<file path="config.mk">
export PLATFORM = sky130hd
export DESIGN_NAME = ram_line_streamer_flat
export DESIGN_NICKNAME = d
export VERILOG_FILES = /design/src/rtl/ram_line_streamer_if.sv /design/src/rtl/ram_line_streamer.sv /design/src/flat_wrapper.sv
export SDC_FILE = /design/constraint.sdc
export NUM_CORES = 1
export LEC_CHECK = 0
export ABC_CLOCK_PERIOD_IN_PS = 25900
export CORE_AREA = 8 8 412 414
export CTS_CLUSTER_SIZE = 40
export DETAILED_ROUTE_END_ITERATION = 16
export DIE_AREA = 0 0 420 422
export GPL_TIMING_DRIVEN = 0
export PLACE_DENSITY = 0.5
export SYNTH_ARGS = -nofsm -noshare
export SYNTH_HDL_FRONTEND = slang
export SYNTH_SLANG_ARGS = --single-unit
</file>
<file path="constraint.sdc">
create_clock -name clk -period 25.9 [get_ports clk]
set_clock_uncertainty 0.1 [all_clocks]
set_input_delay 2.59 -clock clk [delete_from_list [all_inputs] [get_ports clk]]
set_output_delay 2.59 -clock clk [all_outputs]
set_load 0.02 [all_outputs]
</file>
<file path="src/rtl/ram_line_streamer_if.sv">
// Command, buffer read port and output stream signals of ram_line_streamer.
// master = the streamer, slave = the command source / line buffer / consumer side.
interface ram_line_streamer_if #(
    parameter int DATA_W = 512,
    parameter int ADDR_W = 12,
    parameter int LEN_W  = 13
);
    logic              cmd_valid;
    logic              cmd_ready;
    logic [ADDR_W-1:0] cmd_addr;
    logic [LEN_W-1:0]  cmd_len;

    logic              ram_r_en;
    logic [ADDR_W-1:0] ram_r_addr;
    logic [DATA_W-1:0] ram_r_data;

    logic              out_valid;
    logic              out_ready;
    logic [DATA_W-1:0] out_data;
    logic              out_last;

    logic              busy;
    logic              done;

    modport master (
        input  cmd_valid, cmd_addr, cmd_len, ram_r_data, out_ready,
        output cmd_ready, ram_r_en, ram_r_addr, out_valid, out_data, out_last, busy, done
    );

    modport slave (
        output cmd_valid, cmd_addr, cmd_len, ram_r_data, out_ready,
        input  cmd_ready, ram_r_en, ram_r_addr, out_valid, out_data, out_last, busy, done
    );
endinterface

</file>
<file path="src/rtl/ram_line_streamer.sv">
// Streams a run of lines from the line buffer read port as a valid/ready stream with last.
// Optional RAM_LINE_STREAMER_BOUND_EN adds err and rejects commands running past the buffer end.
module ram_line_streamer #(
    parameter int DATA_W = 512,
    parameter int ADDR_W = 12,
    parameter int LEN_W  = 13
) (
    input  logic clk,
    input  logic rst_n,
`ifdef RAM_LINE_STREAMER_BOUND_EN
    output logic err,
`endif
    ram_line_streamer_if.master bus
);
    localparam logic [1:0] S_IDLE = 2'd0;
    localparam logic [1:0] S_RUN  = 2'd1;
    localparam logic [1:0] S_DONE = 2'd2;

    logic [1:0]        state;
    logic [ADDR_W-1:0] rd_addr;
    logic [LEN_W-1:0]  remaining;
    logic [LEN_W-1:0]  beats_left;
    logic              inflight;

    logic [DATA_W-1:0] fifo_mem [2];
    logic              wr_ptr;
    logic              rd_ptr;
    logic [1:0]        fifo_count;

    logic              cmd_fire;
    logic              go_run;
    logic              pop;
    logic [2:0]        credit;
    logic              issue;

    assign cmd_fire = bus.cmd_valid && (state == S_IDLE);
    assign pop      = bus.out_valid && bus.out_ready;

    // Slots left once the in-flight read lands, counting the one freed by this cycle's pop.
    assign credit = 3'd2 - {1'b0, fifo_count} - {2'b0, inflight} + {2'b0, pop};
    assign issue  = (state == S_RUN) && (remaining != '0) && (credit != 3'd0);

`ifdef RAM_LINE_STREAMER_BOUND_EN
    localparam logic [LEN_W:0] DEPTH_L = (LEN_W+1)'(1 << ADDR_W);
    logic [LEN_W:0] end_line;
    logic           oob;
    assign end_line = (LEN_W+1)'(bus.cmd_addr) + (LEN_W+1)'(bus.cmd_len);
    assign oob      = end_line > DEPTH_L;
    assign go_run   = (bus.cmd_len != '0) && !oob;

    always_ff @(posedge clk or negedge rst_n) begin
        if (!rst_n) err <= 1'b0;
        else        err <= cmd_fire && oob;
    end
`else
    assign go_run = (bus.cmd_len != '0);
`endif

    // NOTE: sequential state uses non-blocking assignments so every flop samples pre-edge values.
    always_ff @(posedge clk or negedge rst_n) begin
        if (!rst_n) begin
            state      <= S_IDLE;
            rd_addr    <= '0;
            remaining  <= '0;
            beats_left <= '0;
            inflight   <= 1'b0;
        end else begin
            inflight <= issue;
            case (state)
                S_IDLE: begin
                    if (cmd_fire) begin
                        rd_addr    <= bus.cmd_addr;
                        remaining  <= bus.cmd_len;
                        beats_left <= bus.cmd_len;
                        state      <= go_run ? S_RUN : S_DONE;
                    end
                end
                S_RUN: begin
                    if (issue) begin
                        rd_addr   <= rd_addr + ADDR_W'(1);
                        remaining <= remaining - LEN_W'(1);
                    end
                    if (pop) begin
                        beats_left <= beats_left - LEN_W'(1);
                        if (bus.out_last) state <= S_DONE;
                    end
                end
                S_DONE:  state <= S_IDLE;
                default: state <= S_IDLE;
            endcase
        end
    end

    always_ff @(posedge clk or negedge rst_n) begin
        if (!rst_n) begin
            wr_ptr     <= 1'b0;
            rd_ptr     <= 1'b0;
            fifo_count <= 2'd0;
        end else begin
            if (inflight) wr_ptr <= ~wr_ptr;
            if (pop)      rd_ptr <= ~rd_ptr;
            fifo_count <= fifo_count + {1'b0, inflight} - {1'b0, pop};
        end
    end

    // NOTE: storage is not reset; out_data is gated by occupancy so stale entries never show.
    always_ff @(posedge clk) begin
        if (inflight) fifo_mem[wr_ptr] <= bus.ram_r_data;
    end

    assign bus.ram_r_en   = issue;
    assign bus.ram_r_addr = rd_addr;
    assign bus.out_valid  = (fifo_count != 2'd0);
    assign bus.out_data   = bus.out_valid ? fifo_mem[rd_ptr] : '0;
    assign bus.out_last   = bus.out_valid && (beats_left == LEN_W'(1));
    assign bus.cmd_ready  = (state == S_IDLE);
    assign bus.busy       = (state != S_IDLE);
    assign bus.done       = (state == S_DONE);
endmodule

</file>
<file path="src/flat_wrapper.sv">
// flat-port wrapper written by rule: the top's interface ports become plain ports
module ram_line_streamer_flat 
#(
    parameter int DATA_W = 512,
    parameter int ADDR_W = 12,
    parameter int LEN_W  = 13
)
  (clk, rst_n, bus_cmd_valid, bus_cmd_addr, bus_cmd_len, bus_ram_r_data, bus_out_ready, bus_cmd_ready, bus_ram_r_en, bus_ram_r_addr, bus_out_valid, bus_out_data, bus_out_last, bus_busy, bus_done);
  ram_line_streamer_if #(.DATA_W(DATA_W), .ADDR_W(ADDR_W), .LEN_W(LEN_W)) bus_i ();
  input  logic clk;
  input  logic rst_n;
  input wire logic [$bits(bus_i.cmd_valid)-1:0] bus_cmd_valid;
  input wire logic [$bits(bus_i.cmd_addr)-1:0] bus_cmd_addr;
  input wire logic [$bits(bus_i.cmd_len)-1:0] bus_cmd_len;
  input wire logic [$bits(bus_i.ram_r_data)-1:0] bus_ram_r_data;
  input wire logic [$bits(bus_i.out_ready)-1:0] bus_out_ready;
  output wire logic [$bits(bus_i.cmd_ready)-1:0] bus_cmd_ready;
  output wire logic [$bits(bus_i.ram_r_en)-1:0] bus_ram_r_en;
  output wire logic [$bits(bus_i.ram_r_addr)-1:0] bus_ram_r_addr;
  output wire logic [$bits(bus_i.out_valid)-1:0] bus_out_valid;
  output wire logic [$bits(bus_i.out_data)-1:0] bus_out_data;
  output wire logic [$bits(bus_i.out_last)-1:0] bus_out_last;
  output wire logic [$bits(bus_i.busy)-1:0] bus_busy;
  output wire logic [$bits(bus_i.done)-1:0] bus_done;
  assign bus_i.cmd_valid = bus_cmd_valid;
  assign bus_i.cmd_addr = bus_cmd_addr;
  assign bus_i.cmd_len = bus_cmd_len;
  assign bus_i.ram_r_data = bus_ram_r_data;
  assign bus_i.out_ready = bus_out_ready;
  assign bus_cmd_ready = bus_i.cmd_ready;
  assign bus_ram_r_en = bus_i.ram_r_en;
  assign bus_ram_r_addr = bus_i.ram_r_addr;
  assign bus_out_valid = bus_i.out_valid;
  assign bus_out_data = bus_i.out_data;
  assign bus_out_last = bus_i.out_last;
  assign bus_busy = bus_i.busy;
  assign bus_done = bus_i.done;
  ram_line_streamer #(.DATA_W(DATA_W), .ADDR_W(ADDR_W), .LEN_W(LEN_W)) u_core (.clk(clk), .rst_n(rst_n), .bus(bus_i));
endmodule
</file>
==> impl_metrics.env <==
export IMPL_first_global_vias=26900
export IMPL_synth_warnings=0
export IMPL_comb_power_share_pct=48.3
export IMPL_fill_cells=15800
export IMPL_synth_main_ff_cell="edfxtp_1"
export IMPL_synthCells=2509
export IMPL_cp_cell_sequence="clkdlybuf4s50_1 > and2_1 > fa_1 > inv_1 > ha_1 > a211oi_1 > clkdlybuf4s50_1"
export IMPL_min_period_ps=8030
export IMPL_die_w_um=420
export IMPL_syn_cell_area_um2=41300
export IMPL_fin_crit_sh_pct=31.0
export IMPL_cpMostUsedCell="clkdlybuf4s50_1"
export IMPL_syn_area_per_cell_um2=16.4
export IMPL_endpoint_kind="primary output"
export IMPL_path_buf_inv=3
export IMPL_vias_per_cell=4.34
export IMPL_pwr_share_seq_pct=32.1
export IMPL_rows=149
export IMPL_hp_start="u_core.inflight"
export IMPL_power_frac_clock_pct=19.6
export IMPL_cts_sinks=1069
export IMPL_instances_no_fill=6051
export IMPL_finalMaxSlewViolations=0
export IMPL_reg2reg_slack_ps=21970
export IMPL_synth_async_reset_ratio_pct=4.21
export IMPL_first_iter_violations=1695
export IMPL_cp_start_kind="input pin"
export IMPL_layout_common_cells="clkdlybuf4s50_1 (1069), edfxtp_1 (1024), nor2_1 (544), mux2i_1 (512), clkbuf_16 (132)"
export IMPL_dr_pass1_iters=5
export IMPL_nets=4297
export IMPL_cts_buffers=131
export IMPL_p_sw_uw=3520
export IMPL_clk_latency_ps=760
export IMPL_drc=0
export IMPL_max_clock_freq_mhz=124
export IMPL_cts_resized=0
export IMPL_path_clk_slew_ps=60
export IMPL_critPathSlowestCell="clkdlybuf4s50_1"
export IMPL_synthDistinctLibCells=54
export IMPL_clockBufferDepth=3
export IMPL_die_y_um=422
export IMPL_track_usage_pct=17.1
export IMPL_portBuffers=1070
export IMPL_htree_levels=4
export IMPL_post_drt_wl_per_cell_um=26.0
export IMPL_synthTopCellsByArea="edfxtp_1 (75%), mux2i_1 (12%), nor2_1 (5.0%)"
export IMPL_coreArea_um2=163000
export IMPL_num_vias=26300
export IMPL_start_util_pct=25.2
export IMPL_ir_worst_vdd_mv=0.0807
export IMPL_hold_class="reg -> reg"
export IMPL_antenna_found_initial=57
export IMPL_critPathTopFamily="buffers and inverters"
export IMPL_finalHoldViolCount=0
export IMPL_max_slew_margin_pct=14.6
export IMPL_critPathMaxStageDelay_ps=810
export IMPL_post_cts_buffers=0
export IMPL_regToRegStartpoint="u_core.fifo_count[1]"
export IMPL_gr_total_overflow=0
export IMPL_holdBufCountCts=0
export IMPL_root_buffer="clkbuf_16"
export IMPL_crit_required_ps=23210
export IMPL_cts_tree="yes"
export IMPL_power_static_leakage_uw=0.0219
export IMPL_arrival_ps=5340
export IMPL_synth_top_area_cell="edfxtp_1"
export IMPL_setup_violations=0
export IMPL_wl_um=158000
export IMPL_rsz0062_at_grt="no"
export IMPL_grt_pass1_wl_um=214000
export IMPL_final_common_cell="clkdlybuf4s50_1"
export IMPL_place_gp_congestion=0.871
export IMPL_p_int_uw=5310
export IMPL_dp_hpwl_um=121000
export IMPL_crit_path_max_fanout=3
export IMPL_io_pins=1071
export IMPL_maxCapViolCount=0
export IMPL_ff2ff_path_depth=12
export IMPL_worst_pin_slew_ps=1280
export IMPL_post_synth_top_area_fraction_pct=74.5
export IMPL_dieArea_um2=177000
export IMPL_syn_to_final_growth_pct=44.3
export IMPL_ys_ff_latch=1069
export IMPL_worstSetupPathType="in -> out"
export IMPL_min_path_cells=1
export IMPL_rr_endpoint="u_core.bus.ram_r_addr[5]"
export IMPL_outcome="completed"
export IMPL_whs_endpoint="u_core.wr_ptr"
export IMPL_drtAntennaViolNets=0
export IMPL_synth_edff_count=1024
export IMPL_placedCellCount=5803
export IMPL_grt_max_degree=59
export IMPL_yosysSeqAreaShare_pct=77.2
export IMPL_synth_nets=3059
export IMPL_p_sw_share_pct=39.9
export IMPL_power_uw=8830
export IMPL_drive_gt1_share_pct=7.27
export IMPL_cellPowerDensity_nw_per_um2=148
==> routing by layer <==
layer	up-vias	GRT usage (%)	share of wire, %
li1	12000	-	-
met5	-	0	0.18
met4	42	4.85	2.2
met1	13200	19.1	38
met3	213	6.10	7.7
met2	813	30.5	52
==> worst max-delay path by stage <==
stage | end | cells past startpoint | startpoint | slack [ps]
3_3_place_gp | u_core.fifo_mem[0][228] | 2 | u_core.inflight | -14340
6_report | bus_ram_r_en | 7 | bus_out_ready | 17870
3_5_place_dp | bus_ram_r_en | 7 | bus_out_ready | 17880
5_1_grt | bus_ram_r_en | 8 | bus_out_ready | 17780
2_1_floorplan | u_core.fifo_mem[0][0] | 2 | u_core.inflight | 2770
4_1_cts | bus_ram_r_en | 7 | bus_out_ready | 17850
==> final cells by class <==
class / instances / area [um2] / share of cell area, %
antenna: 23 / 57.6 / 0.0966
clock inverter: 56 / 520 / 0.874
multi-input combinational: 1286 / 8760 / 14.7
clock buffer: 169 / 3450 / 5.80
sequential: 1069 / 31900 / 53.5
tap: 2189 / 2740 / 4.60
inverter: 18 / 67.6 / 0.113
timing repair buffer: 1105 / 11500 / 19.3
buffer: 136 / 583 / 0.979
==> cells in the mapped netlist (13+ instances only) <==
cell type  count
nand2_1       15
inv_1         18
clkbuf_1      70
dfrtp_1       45
mux2i_1      512
edfxtp_1    1024
a21oi_1       20
nor2_1       546
buf_2         57
o21ai_0       21
a31oi_1       13
==> power by group through the flow <==
| stage | sequential (uW) | combinational, uW | clock, uW |
|---|---|---|---|
| 3_5_place_dp | 2860 | 4360 | 0 |
| 5_1_grt | 2880 | 4500 | 1850 |
| 2_1_floorplan | 3370 | 2020 | 0 |
| 6_report | 2830 | 4260 | 1730 |
| 3_3_place_gp | 3540 | 4010 | 0 |
| 4_1_cts | 2830 | 4380 | 1800 |
==> registers in the layout, summed over array words and instances, names as in the netlist <==
name                   flops
u_core.fifo_mem         1024
u_core.beats_left         13
u_core.remaining          13
u_core.bus.ram_r_addr     12
u_core.fifo_count          2
u_core.state               2
u_core.inflight            1
u_core.rd_ptr              1
u_core.wr_ptr              1
==> cell families (layout without fill, tap and decap cells) <==
group / after synthesis / after routing / share of synthesized area (%)
mux: 514 / 514 / 12.5
other cells: 0 / 23 / 0
xor+xnor: 4 / 4 / 0.0849
compound gates: 135 / 135 / 2.30
buf+inv: 154 / 1484 / 1.57
fa+ha+maj: 9 / 9 / 0.291
simple gates: 624 / 624 / 6.05
flops: 1069 / 1069 / 77.2
==> through the flow <==
stage / utilization (%) / hold WS, ps / area [um2] / worst slack (ps) / setup TNS, ps
5_1_grt: 36.4 / 436 / 59500 / 17780 / 0
3_3_place_gp: 33.5 / 370 / 54700 / -14340 / -7283020
6_report: 36.4 / 401 / 59600 / 17870 / 0
2_1_floorplan: - / 354 / 41300 / 2770 / 0
4_1_cts: 36.4 / 410 / 59500 / 17850 / 0
3_5_place_dp: 34.0 / 388 / 55500 / 17880 / 0
(Power assumes the default switching activity.)
